## src/rtl/uart_tx_fifo.sv

```systemverilog
// Byte FIFO feeding the UART wr_i/dat_i/tx_bsy_o handshake.
// Optional CR insertion before LF: define UART_TX_FIFO_CRLF_EN.
module uart_tx_fifo #(
  parameter int DEPTH_LOG2 = 4
) (
  input  logic                  clk_i,
  input  logic                  rst_i,
  input  logic                  wr_i,
  input  logic [7:0]            dat_i,
  input  logic                  ovf_clr_i,
  output logic                  full_o,
  output logic                  empty_o,
  output logic [DEPTH_LOG2:0]   count_o,
  output logic                  ovf_o,
  output logic                  uart_wr_o,
  output logic [7:0]            uart_dat_o,
  input  logic                  uart_bsy_i
);

  localparam int unsigned DEPTH = 1 << DEPTH_LOG2;
  localparam logic [DEPTH_LOG2:0] CNT_FULL = DEPTH[DEPTH_LOG2:0];
  localparam logic [DEPTH_LOG2:0] CNT_ONE = 1;
  localparam logic [DEPTH_LOG2-1:0] PTR_ONE = 1;

  typedef enum logic {
    S_IDLE,
    S_STROBE
  } state_t;

  logic [7:0]            r_mem [DEPTH];
  logic [DEPTH_LOG2-1:0] r_wr_ptr;
  logic [DEPTH_LOG2-1:0] r_rd_ptr;
  logic [DEPTH_LOG2:0]   r_count;
  logic                  r_ovf;
  logic                  r_uart_wr;
  logic [7:0]            r_uart_dat;
  state_t                r_state;

  logic       w_full;
  logic       w_empty;
  logic       w_push;
  logic       w_send;
  logic       w_pop;
  logic       w_ins_cr;
  logic [7:0] w_head;
  logic [7:0] w_send_dat;

  assign w_full  = (r_count == CNT_FULL);
  assign w_empty = (r_count == '0);
  assign w_head  = r_mem[r_rd_ptr];
  assign w_push  = wr_i & ~w_full;
  assign w_send  = (r_state == S_IDLE) & ~w_empty & ~uart_bsy_i;
  assign w_pop   = w_send & ~w_ins_cr;

`ifdef UART_TX_FIFO_CRLF_EN
  logic r_cr_pend;

  // LF at the head is held back one send so a CR can go out first
  assign w_ins_cr   = (w_head == 8'h0A) & ~r_cr_pend;
  assign w_send_dat = w_ins_cr ? 8'h0D : w_head;

  always_ff @(posedge clk_i) begin
    if (rst_i) begin
      r_cr_pend <= 1'b0;
    end else if (w_send) begin
      r_cr_pend <= w_ins_cr;
    end
  end
`else
  assign w_ins_cr   = 1'b0;
  assign w_send_dat = w_head;
`endif

  always_ff @(posedge clk_i) begin
    if (w_push) begin
      r_mem[r_wr_ptr] <= dat_i;
    end
  end

  always_ff @(posedge clk_i) begin
    if (rst_i) begin
      r_wr_ptr <= '0;
      r_rd_ptr <= '0;
      r_count  <= '0;
      r_ovf    <= 1'b0;
    end else begin
      if (w_push) begin
        r_wr_ptr <= r_wr_ptr + PTR_ONE;
      end
      if (w_pop) begin
        r_rd_ptr <= r_rd_ptr + PTR_ONE;
      end
      unique case ({w_push, w_pop})
        2'b10:   r_count <= r_count + CNT_ONE;
        2'b01:   r_count <= r_count - CNT_ONE;
        default: r_count <= r_count;
      endcase
      // a dropped push wins over a clear in the same cycle
      if (wr_i & w_full) begin
        r_ovf <= 1'b1;
      end else if (ovf_clr_i) begin
        r_ovf <= 1'b0;
      end
    end
  end

  always_ff @(posedge clk_i) begin
    if (rst_i) begin
      r_state    <= S_IDLE;
      r_uart_wr  <= 1'b0;
      r_uart_dat <= 8'h00;
    end else begin
      unique case (r_state)
        S_IDLE: begin
          if (w_send) begin
            r_uart_wr  <= 1'b1;
            r_uart_dat <= w_send_dat;
            r_state    <= S_STROBE;
          end else begin
            r_uart_wr <= 1'b0;
          end
        end
        S_STROBE: begin
          // gives the UART one cycle to raise tx_bsy_o
          r_uart_wr <= 1'b0;
          r_state   <= S_IDLE;
        end
        default: begin
          r_uart_wr <= 1'b0;
          r_state   <= S_IDLE;
        end
      endcase
    end
  end

  assign full_o     = w_full;
  assign empty_o    = w_empty;
  assign count_o    = r_count;
  assign ovf_o      = r_ovf;
  assign uart_wr_o  = r_uart_wr;
  assign uart_dat_o = r_uart_dat;

endmodule

```

## config.mk

```make
export PLATFORM = sky130hd
export DESIGN_NAME = uart_tx_fifo
export DESIGN_NICKNAME = d
export VERILOG_FILES = /design/src/rtl/uart_tx_fifo.sv
export SDC_FILE = /design/constraint.sdc
export NUM_CORES = 1
export LEC_CHECK = 0
export ABC_AREA = 1
export CAP_MARGIN = 15
export CELL_PAD_IN_SITES_DETAIL_PLACEMENT = 1
export CELL_PAD_IN_SITES_GLOBAL_PLACEMENT = 1
export CORE_MARGIN = 4
export CORE_UTILIZATION = 30
export DETAILED_ROUTE_END_ITERATION = 16
export PLACE_DENSITY = 0.63
export SYNTH_ARGS = -nofsm -noshare
export SYNTH_HDL_FRONTEND = slang
export SYNTH_SLANG_ARGS = --single-unit
```

## constraint.sdc

```tcl
create_clock -name clk_i -period 2.5 [get_ports clk_i]
set_input_delay 0.5 -clock clk_i [delete_from_list [all_inputs] [get_ports clk_i]]
set_output_delay 0.5 -clock clk_i [all_outputs]
set_load 0.1 [all_outputs]
```

; ---- After elaboration in Yosys (flattened, before gate mapping)
; Memory sizes are Yosys's and may differ from the RTL's. A register that Yosys moved wholly into a read port is not among the register bits.
; Cells that the tools add are included.
[word_totals]
wordCells = 32
inputBits = 13
ff_bits = 15
ramBits = 128
n_memories = 1
[memory_table]
columns = memory, words, word_bits, rd, rd_clocked_by_memory_dff, write_ports, line
row1 = r_mem, 16, 8, 1, 1, 1, 30  ; logic [7:0] r_mem [DEPTH];
[classes]
n_eq_ne = 3
n_reduce_logical = 4
n_bitwise = 8
n_addsub = 4
mux = 7
[ops]
columns = operator, n
row1 = 5-bit one-hot mux with 2 select lines, 1
row2 = "4-bit by 1-bit adder with 4-bit output, second input constant", 2
row3 = "5-bit by 1-bit adder with 5-bit output, second input constant", 1
row4 = "5-bit == test, second input constant", 1
row5 = 5-bit logical NOT, 1
row6 = 1-bit two-way mux, 5
row7 = "5-bit by 1-bit subtractor with 5-bit output, second input constant", 1
row8 = 1-bit AND, 4
row9 = 1-bit inverter, 4
row10 = 2-bit nonzero test, 2
row11 = "2-bit by 1-bit == test with 1-bit output, second input constant", 1
row12 = "2-bit == test, second input constant", 1
row13 = 1-bit one-hot mux with 2 select lines, 1
row14 = 2-bit AND reduction, 1

; ---- Longest topological paths before layout
; Gate-level depths: netlist (run 1).
[depth]
word_depth = 6
ltp_mapped = 16
depth_no_buf = 15

; ---- Worst setup path before layout (run 1)
; OpenSTA, ideal clock, no wires.
[synth_path]
path_kind = reg2reg
from = register r_count[1] (netlist: count_o[1])
to = register r_count[4] (netlist: count_o[4])
arrival_time_ns = 2.805
path_stages_with_launch = 16
path_slack_ns = -0.375
synth_period_minus_slack_ns = 2.875
n_path_buf = 1
path_cell_list = dfxtp_1 inv_2 nand4_2 nand3_4 inv_4 buf_4 ha_1 inv_1 fa_1 inv_1 nand2_1 a21boi_1 o21bai_1 nand2_1 nand2_1 a21oi_1
[synth_via]
elab_chain_cells = 6
word_cells_on_any_way = 13
[synth_lines]
columns = item, line
row1 = from (decl), 33  ; logic [DEPTH_LOG2:0] r_count;
row2 = from (signal assigned), 94  ; 2'b10: r_count <= r_count + CNT_ONE;
row3 = from (signal assigned), 95  ; 2'b01: r_count <= r_count - CNT_ONE;
row4 = from (signal assigned), 96  ; default: r_count <= r_count;
row5 = 5-bit logical NOT *, 49  ; assign w_empty = (r_count == '0);
row6 = 1-bit inverter *, 52  ; assign w_send = (r_state == S_IDLE) & ~w_empty & ~uart_bsy_i;
row7 = 1-bit AND * (2 in a row), 52
row8 = net w_pop, 43  ; logic w_pop;
row9 = 2-bit by 1-bit == test with 1-bit output / 2-bit == test (equally long branches), 93  ; unique case ({w_push, w_pop})
row10 = 5-bit one-hot mux with 2 select lines / 2-bit nonzero test (equally long branches), -
; Mark *: on every way through the listed nets, which the timed path passes. The rest lies on a longest branch.
; A chain may end at the register's enable or synchronous reset.

; ---- Worst setup path after layout (run 1)
[layout_path]
from = register r_count[0] (netlist: count_o[0])
to = register r_count[4] (netlist: count_o[4])
[layout_via]
elab_chain_cells = 6
word_cells_on_any_way = 13
[layout_lines]
columns = item, line
row1 = 5-bit logical NOT, 49
row2 = 1-bit inverter, 52
row3 = 1-bit AND (2 in a row), 52
row4 = 2-bit by 1-bit == test with 1-bit output / 2-bit == test (equally long branches), 93
row5 = 5-bit one-hot mux with 2 select lines / 2-bit nonzero test (equally long branches), -
; Parallel ways exist; a longest one is shown, timed or not.

==> summary.txt, run 1 <==
Clock tree
  – Depth of the CTS H-tree: 4
  – Num CTS Buffers: 17
  – Later-pin clock latency in the skew report: around 0.43 ns
  – Total number of clock tree sinks: 151
  – TritonCTS clock tree: yes
  – Root buf cell: sky130_fd_sc_hd__clkbuf_16
  – Count of hold buffers inserted by post-cts repair: 0
  – Post-CTS Setup Repair Bufs: 0
  – Worst-case clock buffer depth: 2
  – Gates resized, CTS repair: 0
  – Post-CTS clock slew at the launch and capture registers of the worst setup and hold paths: 0.06 ns

Global route
  – First-pass GRT wire length: 28,400 um
  – Antenna violations before repair: 0
  – Overall track demand over capacity in global routing: between 10% and 20%
  – Grt ovf: 0
  – Vias in the first global route: 5,143
  – Largest net degree at the start of global routing: 67

Floorplan
  – Die Y-Extent: roughly 160 um
  – Overall die area: between 20,000 and 25,000 um^2
  – Cell row count: 54
  – Number of I/O pins: 30
  – Chip Width: between 150 and 200 um
  – Effective utilization at floorplan: between 30% and 40%
  – Core Box Area: 21,800 um^2

Route
  – Via-to-Cell Ratio: between 4 and 5
  – Routed length per instance: 17.4 um
  – DRC: 0
  – Residual antenna-violating net count after detailed routing: 0
  – Detailed-route via count: between 4,000 and 5,000
  – Detailed router's first-iteration violation count: 270
  – DR pass1 iterations: 5
  – Sum of routed wire length over all layers: approximately 18,000 um

Cells and area
  – Final standard cell count with taps included and fillers excluded: 1,021
  – Multi-input gate area: approximately 1800 um^2
  – Area growth syn-to-layout: 19.2%
  – Antenna Diode Count: 0
  – Fillers: about 2,500
  – Sequential standard cell area: 4310 um^2
  – Share of cells above drive strength 1: a little over an eighth
  – Number of nets in the finished design: 751

Timing
  – Max Clock Skew: slightly below 0.009 ns
  – Actual slew at the worst max-slew pin: 0.736 ns
  – Worst max-slew margin expressed relative to the limit: just over 50%
  – Unrepaired setup endpoints after global routing: no
  – Count of final max-slew check failures: 0
  – Shortest clock period the worst path allows after layout: around 2.2 ns
  – Final worst-path cycle share: a little under nine tenths
  – Final Hold Fails: 0
  – Achievable clock frequency: 464 MHz
  – Setup-failing EPs final: 0

Critical path
  – WP data arrival: 2.51 ns
  – Cells along the critical path: nor2_2 > nand4_1 > nand2_2 > ha_1 > inv_1 > fa_1 > inv_1 > nand2_1 > a21boi_1 > o21bai_1 > nand2_1 > nand2_1 > a21oi_1
  – Critical Path RT: approximately 2.9 ns
  – Library cell appearing most often on the critical path: sky130_fd_sc_hd__nand2_1
  – R2r setup slk: between 0.3 and 0.4 ns
  – Highest fanout seen on the critical path: 5
  – Crit-path max cell delay: 0.41 ns
  – Worst Setup Path Type: reg2reg
  – Crit. End Element: register
  – CP startpoint kind: register
  – Critical-path top delay cell: sky130_fd_sc_hd__fa_1

Logic synthesis
  – Yosys cell types: 29
  – Post-synth design cell area: about 6600 um^2
  – Share of the yosys chip area belonging to registers: between 60% and 70%
  – Avg Cell Area, Syn: between 9 and 10 um^2
  – Number of nets produced by synthesis: approximately 700
  – Number of flip-flops and latches in the synthesized netlist: approximately 150
  – Yosys warns: 0
  – Mapped Cells: 675

Power and ir drop
  – Pleak: roughly 0.0034 uW
  – Total power divided by cell area: approximately 1100 nW/um^2
  – Total power after layout: ~8500 uW
  – Peak supply drop: between 400 and 500 uV

Worst hold path
  – Worst hold path class: reg2reg

Placed design
  – Global placer's final weighted congestion: 0.826
  – Total half-perimeter wirelength after legalization and detailed placement: approximately 12,000 um
  – Inst Count DP: 989
  – Number of input and output port buffers inserted: 29

Outcome
  – Status: completed

Job
  – Max Cap Violations: 0
state kept, by name, summed over array words and instances, names as in the netlist:
name,count
uart_dat_o,8
r_mem,128
r_rd_ptr,4
r_state,1
count_o,5
ovf_o,1
r_wr_ptr,4
cell usage in the layout (no fill, tap or decap), types with 2 or more instances in the layout:
cell                              count
sky130_fd_sc_hd__a21oi_1             12
sky130_fd_sc_hd__nand3_1             92
sky130_fd_sc_hd__clkbuf_16           17
sky130_fd_sc_hd__clkinvlp_4           3
sky130_fd_sc_hd__inv_4                2
sky130_fd_sc_hd__bufinv_16            2
sky130_fd_sc_hd__nor2_1              37
sky130_fd_sc_hd__dfxtp_1             16
sky130_fd_sc_hd__buf_4               49
sky130_fd_sc_hd__o21ai_0              4
sky130_fd_sc_hd__inv_2                8
sky130_fd_sc_hd__dfxtp_2              7
sky130_fd_sc_hd__xor2_1               4
sky130_fd_sc_hd__inv_1               89
sky130_fd_sc_hd__clkinv_2             4
sky130_fd_sc_hd__o21ai_1              5
sky130_fd_sc_hd__ha_1                 9
sky130_fd_sc_hd__edfxtp_1           128
sky130_fd_sc_hd__nand2_1            223
sky130_fd_sc_hd__clkdlybuf4s50_1     12
sky130_fd_sc_hd__clkbuf_1             3
sky130_fd_sc_hd__clkinv_4             2
stage by stage:
stage | utilization [%] | hold WS, ns | setup slack [ns] | setup TNS, ns | instance area (um^2)
3_3_place_gp | 33.7 | 0.459 | 0.0528 | 0 | 7350
2_1_floorplan | - | 0.472 | -0.0260 | -0.0260 | 6650
4_1_cts | 36.3 | 0.494 | 0.318 | 0 | 7910
5_1_grt | 36.3 | 0.518 | 0.147 | 0 | 7910
3_5_place_dp | 33.7 | 0.479 | -0.0597 | -0.0640 | 7350
6_report | 36.3 | 0.488 | 0.344 | 0 | 7910
report_power, final:
| part | internal [uW] | switching [uW] | total (uW) |
|---|---|---|---|
| Sequential | 2910 | 118 | 3020 |
| Clock | 1470 | 1020 | 2480 |
| Combinational | 753 | 2200 | 2960 |
synth_stat cells (all sizes together):
cell type / n / share of area, %
fa: 1 / 0.30
buf: 26 / 2.3
o21bai: 1 / 0.11
nand3: 93 / 7.2
inv: 99 / 5.7
dfxtp: 23 / 6.9
nor2: 38 / 2.2
a21oi: 12 / 0.90
nand2: 225 / 13
a21boi: 1 / 0.11
clkbuf: 2 / 0.11
o21ai: 9 / 0.68
xor2: 4 / 0.53
edfxtp: 128 / 58
ha: 9 / 1.7
nor3b: 1 / 0.11
nand4: 2 / 0.28
xnor2: 1 / 0.13
layer usage:
layer / share of wire (%) / GRT usage, % / wire [um] / vias to the layer above
met2: 52 / 27.4 / 9170 / 68
li1: - / - / - / 2278
met1: 43 / 18.7 / 7690 / 2369
met4: 1.8 / 5.17 / 316 / 0
met5: 0 / 0 / 0 / -
met3: 3.1 / 3.01 / 557 / 24
worst max-delay path, delay by kind of cell, from the launching register on:
family                     cells  cell delay (ns)
AOI/OAI and AO/OA              3             0.33
adders and majority gates      2             0.67
buffers and inverters          2             0.17
and+or+nand+nor                6             0.58
DFF                            1             0.34
cell type report:
type	count	share of cell area, %
Multi-Input combinational cell	397	22.8
Clock inverter	12	1.63
Timing Repair Buffer	62	6.42
Clock buffer	20	5.52
Sequential cell	151	54.5
Tap cell	280	4.43
Inverter	99	4.76
path summary, 6_finish.rpt:
check	startpoint	to	depth (start not counted)
hold reg to reg	ovf_o	ovf_o	2
hold / removal	ovf_o	ovf_o	2
setup / recovery	count_o[0]	count_o[4]	13
setup reg to reg	count_o[0]	count_o[4]	13
logic make-up after synthesis:
group | count (synthesis) | synth area share (%)
AND/OR/NAND/NOR | 359 | 22.6
flip-flops | 151 | 64.8
buffers and inverters | 127 | 8.06
AO/OA/AOI/OAI | 23 | 1.81
adder cells (fa/ha/maj) | 10 | 2.00
XOR/XNOR | 5 | 0.659
Power figures use the tool's default switching activity.
==> run 2, diff against run 1 <==
--- a/config.mk
+++ b/config.mk
@@ -12,7 +12,7 @@
 export CORE_MARGIN = 4
 export CORE_UTILIZATION = 30
 export DETAILED_ROUTE_END_ITERATION = 16
-export PLACE_DENSITY = 0.63
+export PLACE_DENSITY = 0.65
 export SYNTH_ARGS = -nofsm -noshare
 export SYNTH_HDL_FRONTEND = slang
 export SYNTH_SLANG_ARGS = --single-unit
==> constraint.sdc (replaced) <==
create_clock -name clk_i -period 1.8 [get_ports clk_i]
set_input_delay 0.36 -clock clk_i [delete_from_list [all_inputs] [get_ports clk_i]]
set_output_delay 0.36 -clock clk_i [all_outputs]
set_load 0.1 [all_outputs]
==> run 2 against run 1 <==
The flow now finishes with violations (negative setup slack). First-iteration DRC count up 33%. Worst setup slack worse by 0.53 ns. Register-to-register slack worse by 0.53 ns. Non-clock buffer count up 29. Via count down 0.23%. Wire length up 1.2%. Final cell count up 2.8%. Critical path depth unchanged. Fmax up 8.8%. Largest cell class unchanged. Highest routed layer unchanged.
==> summary.txt, run 2 (synthesis results as in run 1) <==
Timing
  – Achievable clock frequency: 505 MHz (+8.8%)
  – Actual slew at the worst max-slew pin: 0.364 ns (-0.372 ns)
  – Hold slack final: 0.520 ns (+0.0326 ns)
  – Setup-failing EPs final: 8 (+8)
  – Final Hold Fails: 0 (unchanged)
  – Smallest setup slack after layout: -0.181 ns (-0.525 ns)
  – Worst max-slew margin expressed relative to the limit: 75.7% (+25 points)
  – Max Clock Skew: 0.00751 ns (-0.00120 ns)
  – Unrepaired setup endpoints after global routing: yes
  – Shortest clock period the worst path allows after layout: 1.98 ns (-0.175 ns)
  – Count of final max-slew check failures: 0 (unchanged)
  – Final worst-path cycle share: 110% (+24 points)

Critical path
  – Crit. End Element: register
  – Highest fanout seen on the critical path: 5 (unchanged)
  – Cells along the critical path: nor2_4 > nand4_1 > nand2_2 > ha_4 > inv_2 > fa_2 > inv_1 > nand2_2 > a21boi_1 > o21bai_1 > nand2_1 > nand2_1 > a21oi_2
  – Crit-path max cell delay: 0.35 ns (-0.06 ns)
  – Critical Path RT: 2.16 ns (-0.69 ns)
  – CP startpoint kind: register
  – WP data arrival: 2.34 ns (-0.17 ns)
  – Critical-path top delay cell: sky130_fd_sc_hd__dfxtp_4
  – Worst Setup Path Type: reg2reg

Global route
  – Grt ovf: 0 (unchanged)
  – First-pass GRT wire length: 27,700 um (-2.8%)
  – Overall track demand over capacity in global routing: 14.9% (-0.55 points)
  – Antenna violations before repair: 0 (unchanged)
  – Vias in the first global route: 4,966 (-3.4%)
  – Largest net degree at the start of global routing: 33 (-51%)

Outcome
  – Failing checks: negative setup slack
  – Status: complete, but fails checks

Placed design
  – Global placer's final weighted congestion: 0.780 (-5.6%)
  – Number of input and output port buffers inserted: 29 (unchanged)
  – Standard cell area after detailed placement: 7870 um^2 (+7.1%)
  – Total half-perimeter wirelength after legalization and detailed placement: 11,900 um (+2.4%)
  – Inst Count DP: 1,012 (+2.3%)

Cells and area
  – Final standard cell count with taps included and fillers excluded: 1,050 (+2.8%)
  – Biggest register: r_mem
  – Flip-flop count of the largest register, all copies and words added: 128 (unchanged)
  – Post-route cell area: 8570 um^2 (+8.3%)
  – Number of nets in the finished design: 780 (+3.9%)
  – Antenna Diode Count: 0 (unchanged)
  – Most frequent cells in the layout: sky130_fd_sc_hd__nand2_1 (219), sky130_fd_sc_hd__edfxtp_1 (128), sky130_fd_sc_hd__nand3_1 (91), sky130_fd_sc_hd__inv_1 (87), sky130_fd_sc_hd__buf_4 (53)
  – Area growth syn-to-layout: 29.1%
  – Leading cell type in the layout, fill and taps excluded: sky130_fd_sc_hd__nand2_1
  – Share of cells above drive strength 1: 20.3% (+6.6 points)

Route
  – Residual antenna-violating net count after detailed routing: 0 (unchanged)
  – Detailed router's first-iteration violation count: 358 (+33%)
  – Via-to-Cell Ratio: 4.50 (-3.0%)
  – DR pass1 iterations: 4 (-1)
  – Routed length per instance: 17.1 um (-1.6%)
  – DRC: 0 (unchanged)
  – Sum of routed wire length over all layers: 17,900 um (+1.2%)
  – Detailed-route via count: 4,728 (-0.23%)

Clock tree
  – Num CTS Buffers: 17 (unchanged)
  – Worst-case clock buffer depth: 2 (unchanged)
  – Depth of the CTS H-tree: 4 (unchanged)
  – Post-CTS clock slew at the launch and capture registers of the worst setup and hold paths: 0.06 ns (about the same)
  – TritonCTS clock tree: yes
  – Root buf cell: sky130_fd_sc_hd__clkbuf_16
  – Later-pin clock latency in the skew report: 0.42 ns (about the same)
  – Total number of clock tree sinks: 151 (unchanged)

Job
  – Max Cap Violations: 0 (unchanged)

Floorplan
  – Effective utilization at floorplan: 30.4% (unchanged)
  – Core Box Area: 21,800 um^2 (unchanged)
  – Cell row count: 54 (unchanged)
  – Overall die area: 24,600 um^2 (unchanged)
  – Die Y-Extent: 157 um (unchanged)
  – Number of I/O pins: 30 (unchanged)
  – Chip Width: 157 um (unchanged)

Worst hold path
  – Worst hold path class: reg2reg

Power and ir drop
  – Total power divided by cell area: 1500 nW/um^2 (+40%)
  – Peak supply drop: 621 uV (+38%)
  – Pleak: 0.00358 uW (+6.1%)
[run 2: changes by cell type in the layout (fill, tap and decap cells not counted), sizes merged]
cell / change
inv: -1
clkinv: +4
buf: +29
clkbuf: -2
clkinvlp: -1
[run 2: layout make-up]
cell class | instances | area, um^2
multi-input combinational | 397 | 1940
inverter | 99 | 387
tap | 280 | 350
fill | 2444 | 13200
clock buffer | 18 | 429
clock inverter | 14 | 135
timing repair buffer | 91 | 1000
sequential | 151 | 4330
[run 2: final timing paths]
kind	depth (start not counted)	endpoint	from	slack [ns]
max	13	count_o[4]	count_o[0]	-0.18
min	2	r_wr_ptr[3]	r_wr_ptr[3]	0.52
max reg2reg	13	count_o[4]	count_o[0]	-0.18
min reg2reg	2	r_wr_ptr[3]	r_wr_ptr[3]	0.52
[run 2: report_power, final]
| part | leakage (uW) | switching (uW) | internal [uW] |
|---|---|---|---|
| registers | 0.00135 | 201 | 4060 |
| logic | 0.00196 | 3330 | 1840 |
| clock network | 0.000270 | 1390 | 2020 |
| total | 0.00358 | 4920 | 7920 |
[run 2: metal layers]
layer,up-vias,wire (um),track usage [%]
li1,2348,-,-
met1,2295,7680,18.7
met2,62,9410,25.9
met3,23,511,2.46
met4,0,334,5.21
met5,-,0,0
[run 2: per-stage QoR]
step                      worst slack (ns)  power, uW  setup TNS (ns)  utilization, %
after global placement              -0.299       9260          -21.68            36.1
after detailed placement            -0.332       9340          -25.23            36.1
after CTS                          -0.0943      12800          -0.171            38.7
after floorplan                     -0.344       7460          -0.970               -
final                               -0.181      12800          -0.622            39.3
after global routing                -0.310      13500           -4.38            39.3
[run 2: critical path: cells and delay by family, from the launching register on]
family	cells	cell delay, ns
AO/OA/AOI/OAI	3	0.30
adder cells (fa/ha/maj)	2	0.51
buffers and inverters	2	0.11
flip-flops	1	0.35
AND/OR/NAND/NOR	6	0.66
[run 2: repair_timing]
action / in CTS / in global routing
resized for setup: 1 / 20
hold buffers: 0 / 0
gates cloned: 0 / 0
endpoints found under the setup margin: 4 / 134
setup buffers: 1 / 6
pin swaps: 3 / 6
==> run 3, diff against run 2 <==
--- a/config.mk
+++ b/config.mk
@@ -9,8 +9,8 @@
 export CAP_MARGIN = 15
 export CELL_PAD_IN_SITES_DETAIL_PLACEMENT = 1
 export CELL_PAD_IN_SITES_GLOBAL_PLACEMENT = 1
-export CORE_MARGIN = 4
 export CORE_UTILIZATION = 30
+export CTS_BUF_LIST = sky130_fd_sc_hd__clkbuf_8
 export DETAILED_ROUTE_END_ITERATION = 16
 export PLACE_DENSITY = 0.65
 export SYNTH_ARGS = -nofsm -noshare
==> run 3 against run 2 <==
The flow still finishes with violations (negative setup slack). Clock power decreased by 20%. Non-clock buffer count decreased by 7. Wire length decreased by 2.5%. Global-route usage increased by 1.8 points. Clock skew increased by 0.0028 ns. Sequential cell count unchanged. First-iteration DRC count decreased by 14%. Hold slack got worse by 0.011 ns. Critical path depth unchanged. Via count decreased by 0.82%.
==> summary.txt, run 3 (synthesis results as in run 1) <==
Power and ir drop
  – Total power divided by cell area: 1440 nW/um^2 (-3.6%)
  – Clock share of power: 22.5% (-4.1 points)
  – Peak supply drop: 670 uV (+7.9%)
  – Net switching share of the total power: 40.3% (+1.9 points)
  – Cell Int Power: 7220 uW (-8.9%)
  – Comb power frac: 42.4% (+2.2 points)
  – Switching component of the power: 4860 uW (-1.2%)
  – Pleak: 0.00348 uW (-2.6%)
  – Reg power frac: 35.1% (+1.9 points)

Floorplan
  – Overall die area: 22,700 um^2 (-7.5%)
  – Core Box Area: 21,800 um^2 (-0.31%)
  – Cell row count: 54 (unchanged)
  – Number of I/O pins: 30 (unchanged)
  – Effective utilization at floorplan: 30.5% (+0.094 points)
  – Die Y-Extent: 151 um (-3.8%)
  – Chip Width: 151 um (-3.8%)

Critical path
  – Highest fanout seen on the critical path: 4 (-1)
  – Cells along the critical path: nor2_4 > nand4_1 > nand2_2 > ha_4 > inv_2 > fa_2 > inv_1 > nand2_2 > a21boi_2 > o21bai_1 > nand2_1 > nand2_1 > a21oi_2
  – Critical Path RT: 2.20 ns (+0.04 ns)
  – Category of cells accounting for the largest share of critical-path delay: simple AND/OR/NAND/NOR gates
  – Crit-path max cell delay: 0.36 ns (about the same)
  – Worst Setup Path Type: reg2reg
  – CP startpoint kind: register
  – Critical path buffer and inverter count: 2 (unchanged)
  – Crit. End Element: register
  – WP data arrival: 2.33 ns (about the same)
  – Critical-path top delay cell: sky130_fd_sc_hd__dfxtp_4

Route
  – Via-to-Cell Ratio: 4.50 (-0.16%)
  – Sum of routed wire length over all layers: 17,500 um (-2.5%)
  – Detailed router's first-iteration violation count: 307 (-14%)
  – Routed length per instance: 16.8 um (-1.8%)
  – DRC: 0 (unchanged)
  – Detailed-route via count: 4,689 (-0.82%)
  – Residual antenna-violating net count after detailed routing: 0 (unchanged)
  – DR pass1 iterations: 4 (unchanged)

Timing
  – Unrepaired setup endpoints after global routing: yes
  – Shortest clock period the worst path allows after layout: 1.93 ns (-0.0525 ns)
  – Final Hold Fails: 0 (unchanged)
  – Final worst-path cycle share: 107% (-2.9 points)
  – Actual slew at the worst max-slew pin: 0.631 ns (+0.266 ns)
  – Count of final max-slew check failures: 0 (unchanged)
  – Achievable clock frequency: 518 MHz (+2.7%)
  – Setup-failing EPs final: 4 (-4)
  – Hold slack final: 0.510 ns (-0.0106 ns)
  – Smallest setup slack after layout: -0.129 ns (+0.0525 ns)
  – Max Clock Skew: 0.0103 ns (+0.00275 ns)
  – Worst max-slew margin expressed relative to the limit: 57.9% (-18 points)

Clock tree
  – TritonCTS clock tree: yes
  – Depth of the CTS H-tree: 4 (unchanged)
  – Later-pin clock latency in the skew report: 0.47 ns (+0.05 ns)
  – Num CTS Buffers: 17 (unchanged)
  – Root buf cell: sky130_fd_sc_hd__clkbuf_8
  – Count of hold buffers inserted by post-cts repair: 0 (unchanged)
  – Total number of clock tree sinks: 151 (unchanged)
  – Post-CTS clock slew at the launch and capture registers of the worst setup and hold paths: 0.08 ns (+0.02 ns)
  – Worst-case clock buffer depth: 2 (unchanged)

Global route
  – Grt ovf: 0 (unchanged)
  – Overall track demand over capacity in global routing: 16.7% (+1.8 points)
  – First-pass GRT wire length: 27,300 um (-1.3%)
  – Largest net degree at the start of global routing: 46 (+39%)
  – Antenna violations before repair: 0 (unchanged)
  – Vias in the first global route: 4,814 (-3.1%)

Cells and area
  – Leading cell type in the layout, fill and taps excluded: sky130_fd_sc_hd__nand2_1
  – Most frequent cells in the layout: sky130_fd_sc_hd__nand2_1 (220), sky130_fd_sc_hd__edfxtp_1 (128), sky130_fd_sc_hd__nand3_1 (92), sky130_fd_sc_hd__inv_1 (87), sky130_fd_sc_hd__buf_4 (46)
  – Biggest register: r_mem
  – Flip-flop count of the largest register, all copies and words added: 128 (unchanged)
  – Fillers: 2,441 (-0.12%)
  – Post-route cell area: 8370 um^2 (-2.4%)
  – Share of cells above drive strength 1: 19.7% (-0.60 points)
  – Antenna Diode Count: 0 (unchanged)
  – End-of-flow core utilization: 38.5% (-0.82 points)
  – Area growth syn-to-layout: 26.0%
  – Number of nets in the finished design: 773 (-0.90%)

Outcome
  – Failing checks: negative setup slack
  – Status: complete, but fails checks

Placed design
  – Global placer's final weighted congestion: 0.766 (-1.8%)
  – Standard cell area after detailed placement: 7870 um^2 (about the same)
  – Total half-perimeter wirelength after legalization and detailed placement: 11,700 um (-1.6%)
  – Number of input and output port buffers inserted: 29 (unchanged)

Worst hold path
  – Worst hold path class: reg2reg

Job
  – Max Cap Violations: 0 (unchanged)
[run 3: cell count changes in the layout (fill, tap and decap cells not counted), moves of 3 or more]
cell,delta
sky130_fd_sc_hd__clkbuf_16,-17
sky130_fd_sc_hd__clkinv_4,+3
sky130_fd_sc_hd__nor2_2,+3
sky130_fd_sc_hd__clkbuf_8,+17
sky130_fd_sc_hd__nor2_4,-3
sky130_fd_sc_hd__buf_4,-7
[run 3: final timing paths]
kind                            cells after the start  slack (ns)        from          to
worst max-delay path                               13       -0.13  count_o[0]  count_o[4]
worst min-delay path                                2        0.51       ovf_o       ovf_o
worst max register to register                     13       -0.13  count_o[0]  count_o[4]
worst min register to register                      2        0.51       ovf_o       ovf_o
[run 3: metrics by stage]
stage | setup TNS (ns) | setup WS, ns | total power [uW] | instances
2_1_floorplan | -0.970 | -0.344 | 7460 | 675
3_3_place_gp | -25.04 | -0.312 | 9280 | 1008
3_5_place_dp | -30.25 | -0.403 | 9330 | 1008
4_1_cts | -0.479 | -0.180 | 12200 | 1044
5_1_grt | -0.807 | -0.277 | 12700 | 1043
6_report | -0.297 | -0.129 | 12100 | 1043
[run 3: worst reg2reg max path: stages, from the launching register on]
cell	delay (ns)
sky130_fd_sc_hd__dfxtp_4	0.36
sky130_fd_sc_hd__nor2_4	0.15
sky130_fd_sc_hd__nand4_1	0.15
sky130_fd_sc_hd__nand2_2	0.13
sky130_fd_sc_hd__ha_4	0.17
sky130_fd_sc_hd__inv_2	0.04
sky130_fd_sc_hd__fa_2	0.33
sky130_fd_sc_hd__inv_1	0.07
sky130_fd_sc_hd__nand2_2	0.06
sky130_fd_sc_hd__a21boi_2	0.11
sky130_fd_sc_hd__o21bai_1	0.07
sky130_fd_sc_hd__nand2_1	0.07
sky130_fd_sc_hd__nand2_1	0.06
sky130_fd_sc_hd__a21oi_2	0.10
[run 3: cell type report]
cell class	count	area (um^2)	area share (%)
Clock inverter	15	179	2.14
Clock buffer	17	234	2.80
Tap cell	280	350	4.19
Inverter	99	387	4.62
Sequential cell	151	4330	51.7
Timing Repair Buffer	84	968	11.6
Multi-Input combinational cell	397	1920	23.0
[run 3: repair_timing]
action,CTS,global route
pin swaps,6,4
cloned,0,0
setup endpoints to repair,5,133
buffers inserted,4,2
resized for setup,10,6
[run 3: power by group through the flow]
| stage | clock network, uW | logic (uW) | registers (uW) |
|---|---|---|---|
| CTS | 2800 | 5170 | 4250 |
| global route | 2920 | 5520 | 4260 |
| finish | 2720 | 5120 | 4240 |
| detailed placement | 0 | 5010 | 4320 |
| floorplan | 0 | 2230 | 5220 |
| global placement | 0 | 4970 | 4310 |
[run 3: routing by layer]
layer	up-vias	wire length (um)	part of all wire [%]	GRT usage, %
met2	56	8680	50	27.9
met3	27	451	2.6	2.83
met4	0	377	2.2	7.10
met5	-	0	0	0
met1	2281	7980	46	21.2
li1	2325	-	-	-
==> variant 1: new RTL, flow settings as in run 3 <==
The option `UART_TX_FIFO_CRLF_EN` is turned on by a define.
--- a/src/rtl/uart_tx_fifo.sv
+++ b/src/rtl/uart_tx_fifo.sv
@@ -1,4 +1,6 @@
 // Byte FIFO feeding the UART wr_i/dat_i/tx_bsy_o handshake.
 // Optional CR insertion before LF: define UART_TX_FIFO_CRLF_EN.
+`define UART_TX_FIFO_CRLF_EN
+
 module uart_tx_fifo #(
   parameter int DEPTH_LOG2 = 4
Check against the original RTL: not equivalent (a bounded check fails within 4 cycles, from zero or initial values and one cycle with rst_i high).
==> variant 1 against run 3 <==
The flow still finishes with violations (negative setup slack). Routed wire length up 13%. Sequential power rose by 4%. Via count up 9.2%. Count of clock-buffer cells in the layout unchanged. Sequential cell count increased by 5. Non-clock buffer count increased by 52. Synthesized cell count is 3.4% lower. Setup slack got worse by 930 ps. Highest routed layer unchanged. Cell count rose by 3.0%. Clock skew is 7.6 ps higher. Total power grew 18%. Critical path type unchanged. Area after synthesis shrank 0.19%. Final area up 18%. Largest cell class unchanged.
==> variant 1: results <==
metrics = {
    "run_status": {
        "status": "finished, violations left",
        "violations": "negative setup slack",
    },
    "grt": {
        "grt_pass1_vias": 5692,
        "track_usage_pct": 17.8,
        "gr-usage-met3_pct": 4.03,
        "met1_usage_pct": 20.6,
        "grt_pass1_wl_um": 29900,
        "use_met2_pct": 32.6,
        "grt_max_degree": 20,
    },
    "timing": {
        "fin_ws_ps": -1060,
        "setup_viol": 20,
        "fin_skew_ps": 17.8,
    },
    "power_and_ir_drop": {
        "power.leakage_nw": 3.85,
    },
    "yosys": {
        "ys_top_cells_by_area": "edfxtp_1 (58%), nand2_1 (9.2%), dfxtp_1 (8.5%)",
        "synth_cell_type_count": 30,
        "syn_nets": 672,
    },
    "route": {
        "drt_iter0_markers": 309,
        "met2_length_um": 10500,
        "first_pass_iters": 5,
        "met3_length_um": 832,
        "drt-met1-wl_um": 8100,
        "vias": 5122,
        "drt-total-wl_um": 19700,
    },
    "place": {
        "gp_congestion": 0.799,
        "dp_hpwl_um": 12600,
    },
    "setup_path": {
        "slowest_delay_ps": 440,
        "cp.arrival_ps": 3200,
        "cp-endpoint": "count_o[2]$_SDFFE_PP0P_",
        "crit_fanout": 6,
    },
    "cells_and_area": {
        "nets": 801,
        "drive_gt1_share_pct": 37.5,
        "largest_reg_flops": 128,
    },
    "clock_network": {
        "clock_latency_ps": 460,
    },
}
-- variant 1: cell count changes after synthesis, sizes merged, moves of 7 or more --
cell	before	now
nor2	38	75
clkbuf	2	9
nand3	93	74
inv	99	77
o211ai	0	8
o21ai	9	32
nand2	225	164
buf	26	17
-- variant 1: cell families (layout without fill, tap and decap cells) --
family / count (synthesis) / in the layout / share of synthesized area (%)
buffers and inverters: 103 / 245 / 6.44
adder cells (fa/ha/maj): 7 / 7 / 1.32
AND/OR/NAND/NOR: 321 / 321 / 20.1
flip-flops: 156 / 156 / 66.5
XOR/XNOR: 4 / 4 / 0.529
AO/OA/AOI/OAI: 61 / 61 / 5.15
-- variant 1: per-stage QoR --
step	utilization [%]	std cells	cell area, µm²	setup TNS (ps)
floorplan	-	652	6960	-27630
global placement	38.9	1009	8460	-23150
detailed placement	38.9	1009	8460	-27030
global route	45.2	1074	9840	-15720
CTS	43.0	1060	9360	-8720
finish	45.2	1074	9840	-13650
-- variant 1: where the power goes --
group          leakage [nW]  switching [mW]  total [mW]  internal (mW)
registers              1.39           0.228        4.41           4.18
clock network         0.207            1.37        2.88           1.51
logic                  2.25            3.94        6.91           2.96
total                  3.85            5.54        14.2           8.65
-- variant 1: worst min-delay path by stage --
stage | start | endpoint | slack [ps] | cells past startpoint
after floorplan | r_rd_ptr[2]$_SDFFE_PP0P_ | register | 460 | 2
after global placement | r_rd_ptr[2]$_SDFFE_PP0P_ | r_rd_ptr[2]$_SDFFE_PP0P_ | 470 | 2
after detailed placement | r_rd_ptr[2]$_SDFFE_PP0P_ | register | 490 | 2
after CTS | r_rd_ptr[2]$_SDFFE_PP0P_ | register | 510 | 2
after global routing | uart_dat_o[7]$_SDFFE_PP0P_ | uart_dat_o[7]$_SDFFE_PP0P_ | 530 | 2
final | uart_dat_o[7]$_SDFFE_PP0P_ | uart_dat_o[7]$_SDFFE_PP0P_ | 510 | 2
-- variant 1: worst register-to-register path: stages (launching register included) --
cell and delay [ps]:
dfxtp_4 440, clkinv_8 110, buf_12 150, or2_0 210, nand2_1 80, nand3_1 90
nand3_2 90, nand2_4 60, nor2_4 120, nand2_2 80, nor2_4 120, nand2_4 80
nand2_8 80, inv_6 40, ha_4 180, xor2_4 170, ha_4 170, inv_4 50
nand2_4 50, xor2_1 150, o21ai_1 150, inv_1 70
-- variant 1: cell type report --
type	instances	area (µm²)	area share, %
Sequential cell	156	4430	45.0
Multi-Input combinational cell	393	2560	26.0
Timing Repair Buffer	136	1750	17.8
Tap cell	280	350	3.56
Inverter	77	322	3.27
Clock buffer	17	234	2.38
Clock inverter	15	199	2.02
-- variant 1: what timing repair did --
item	4_1_cts	5_1_grt
hold buffers	0	0
pin swaps	18	31
gates cloned	4	0
setup buffers	15	14
resized for setup	53	98
setup endpoints to repair	34	59
==> variant 2: new RTL, settings of run 3 <==
Made on the original files. Put one more register stage on the output `count_o`, with the module's reset. The value now appears one clock later. The other outputs are not delayed to match.
--- a/src/rtl/uart_tx_fifo.sv
+++ b/src/rtl/uart_tx_fifo.sv
@@ -136,5 +136,11 @@
   assign full_o     = w_full;
   assign empty_o    = w_empty;
-  assign count_o    = r_count;
+  always_ff @(posedge clk_i) begin
+    if (rst_i) begin
+      count_o <= '0;
+    end else begin
+      count_o <= r_count;
+    end
+  end
   assign ovf_o      = r_ovf;
   assign uart_wr_o  = r_uart_wr;
Check against the original RTL: not equivalent (a bounded check fails within 4 cycles, from zero or initial values and one cycle with rst_i high).
==> variant 2 against run 3 <==
The run ends with design-rule violations, negative setup slack left. Non-clock buffer count increased by 7. Fmax down 1.3%. Final area increased by 0.22%. Setup slack lost 26 ps. Via count grew 2.3%. Sequential cell count grew 5. Total power is 6.3% lower. Area after synthesis up 1.7%. Routed wire length shrank 2.9%. Clock power shrank 18%. Largest cell class unchanged. Largest power group unchanged.
==> variant 2: results <==
metrics = {
    "place": {
        "dp_hpwl_um": 11600,
        "place_area_um2": 7900,
        "gp_congestion": 0.876,
    },
    "run_status": {
        "status": "finished, violations left",
        "violations": "design-rule violations, negative setup slack",
    },
    "timing": {
        "setup_viol": 5,
        "setup_tns_ps": -536,
        "fin_skew_ps": 15.5,
        "fin_ws_ps": -155,
        "slew_headroom_pct": 74.7,
    },
    "yosys": {
        "synth_cell_type_count": 27,
        "yosysSeqAreaShare_pct": 65.2,
        "syn_nets": 710,
        "synth.cells.most_frequent": "nand2_1 (226), edfxtp_1 (128), inv_1 (94)",
        "ys_top_cells_by_area": "edfxtp_1 (57%), nand2_1 (13%), dfxtp_1 (8.3%)",
    },
    "setup_path": {
        "crit_fanout": 2,
        "cp.arrival_ps": 1590,
    },
    "route": {
        "vias": 4797,
        "wl_per_cell_um": 16.0,
        "drt_iter0_markers": 292,
        "remaining_drc_errors": 2,
        "first_pass_iters": 11,
    },
    "cells_and_area": {
        "largest_register": "r_mem",
        "drive_gt1_share_pct": 18.9,
        "nets": 792,
    },
    "grt": {
        "grt_max_degree": 41,
        "grt_pass1_vias": 5064,
        "grt_pass1_wl_um": 27100,
        "track_usage_pct": 15.6,
    },
    "power_and_ir_drop": {
        "power.leakage_nw": 3.54,
        "ir_worst_vdd_mv": 0.506,
    },
}
[variant 2: final cells by class]
cell class	count	area [µm²]
Fill cell	2453	13600
Tap cell	280	350
Multi-Input combinational cell	403	1910
Sequential cell	156	4420
Clock buffer	17	234
Clock inverter	15	86.3
Timing Repair Buffer	91	1000
Inverter	100	385
[variant 2: path summary, 6_finish.rpt]
check | start | end | slack, ps | cells past startpoint
hold / removal | r_count[4]$_SDFFE_PP0P_ | count_o[4]$_SDFF_PP0_ | 500 | 2
hold reg to reg | r_count[4]$_SDFFE_PP0P_ | count_o[4]$_SDFF_PP0_ | 500 | 2
setup reg to reg | r_count[3]$_SDFFE_PP0P_ | r_count[2]$_SDFFE_PP0P_ | -120 | 13
setup / recovery | r_count[3]$_SDFFE_PP0P_ | empty_o | -150 | 7
[variant 2: power breakdown]
part	total (mW)	internal, mW	switching [mW]
Combinational	4.73	1.75	2.98
Clock	2.23	0.919	1.31
Sequential	4.36	4.16	0.199
[variant 2: kinds of logic after synthesis]
family	count (synthesis)	share of synthesized area, %
simple gates	364	22.3
flops	156	65.2
buf+inv	128	8.01
compound gates	25	1.95
fa+ha+maj	10	1.96
xor+xnor	4	0.519
[variant 2: worst max-delay path, cell delays in order (launching register included)]
cell	delay (ps)
dfxtp_2	330
nor2_2	120
buf_4	130
nand4_4	80
buf_4	150
buf_6	100
inv_2	50
buf_12	160
[variant 2: timing repair]
action | in CTS | in global routing
resized for setup | 9 | 35
cloned | 0 | 0
buffers inserted | 2 | 3
hold buffers | 0 | 0
pin swaps | 6 | 2
endpoints found under the setup margin | 5 | 133
[variant 2: routing by layer]
metal	vias up	GRT usage (%)	wire, µm
met1	2358	19.0	7710
li1	2372	-	-
met2	50	27.5	8550
met5	-	0	0
met3	17	2.94	425
met4	0	5.78	297
[variant 2: stage by stage]
step	setup WS, ps	power (mW)	cells
2_1_floorplan	-138	7.30	687
3_3_place_gp	-334	8.98	1025
3_5_place_dp	-387	9.07	1025
4_1_cts	-125	11.3	1059
5_1_grt	-302	12.0	1062
6_report	-155	11.3	1062
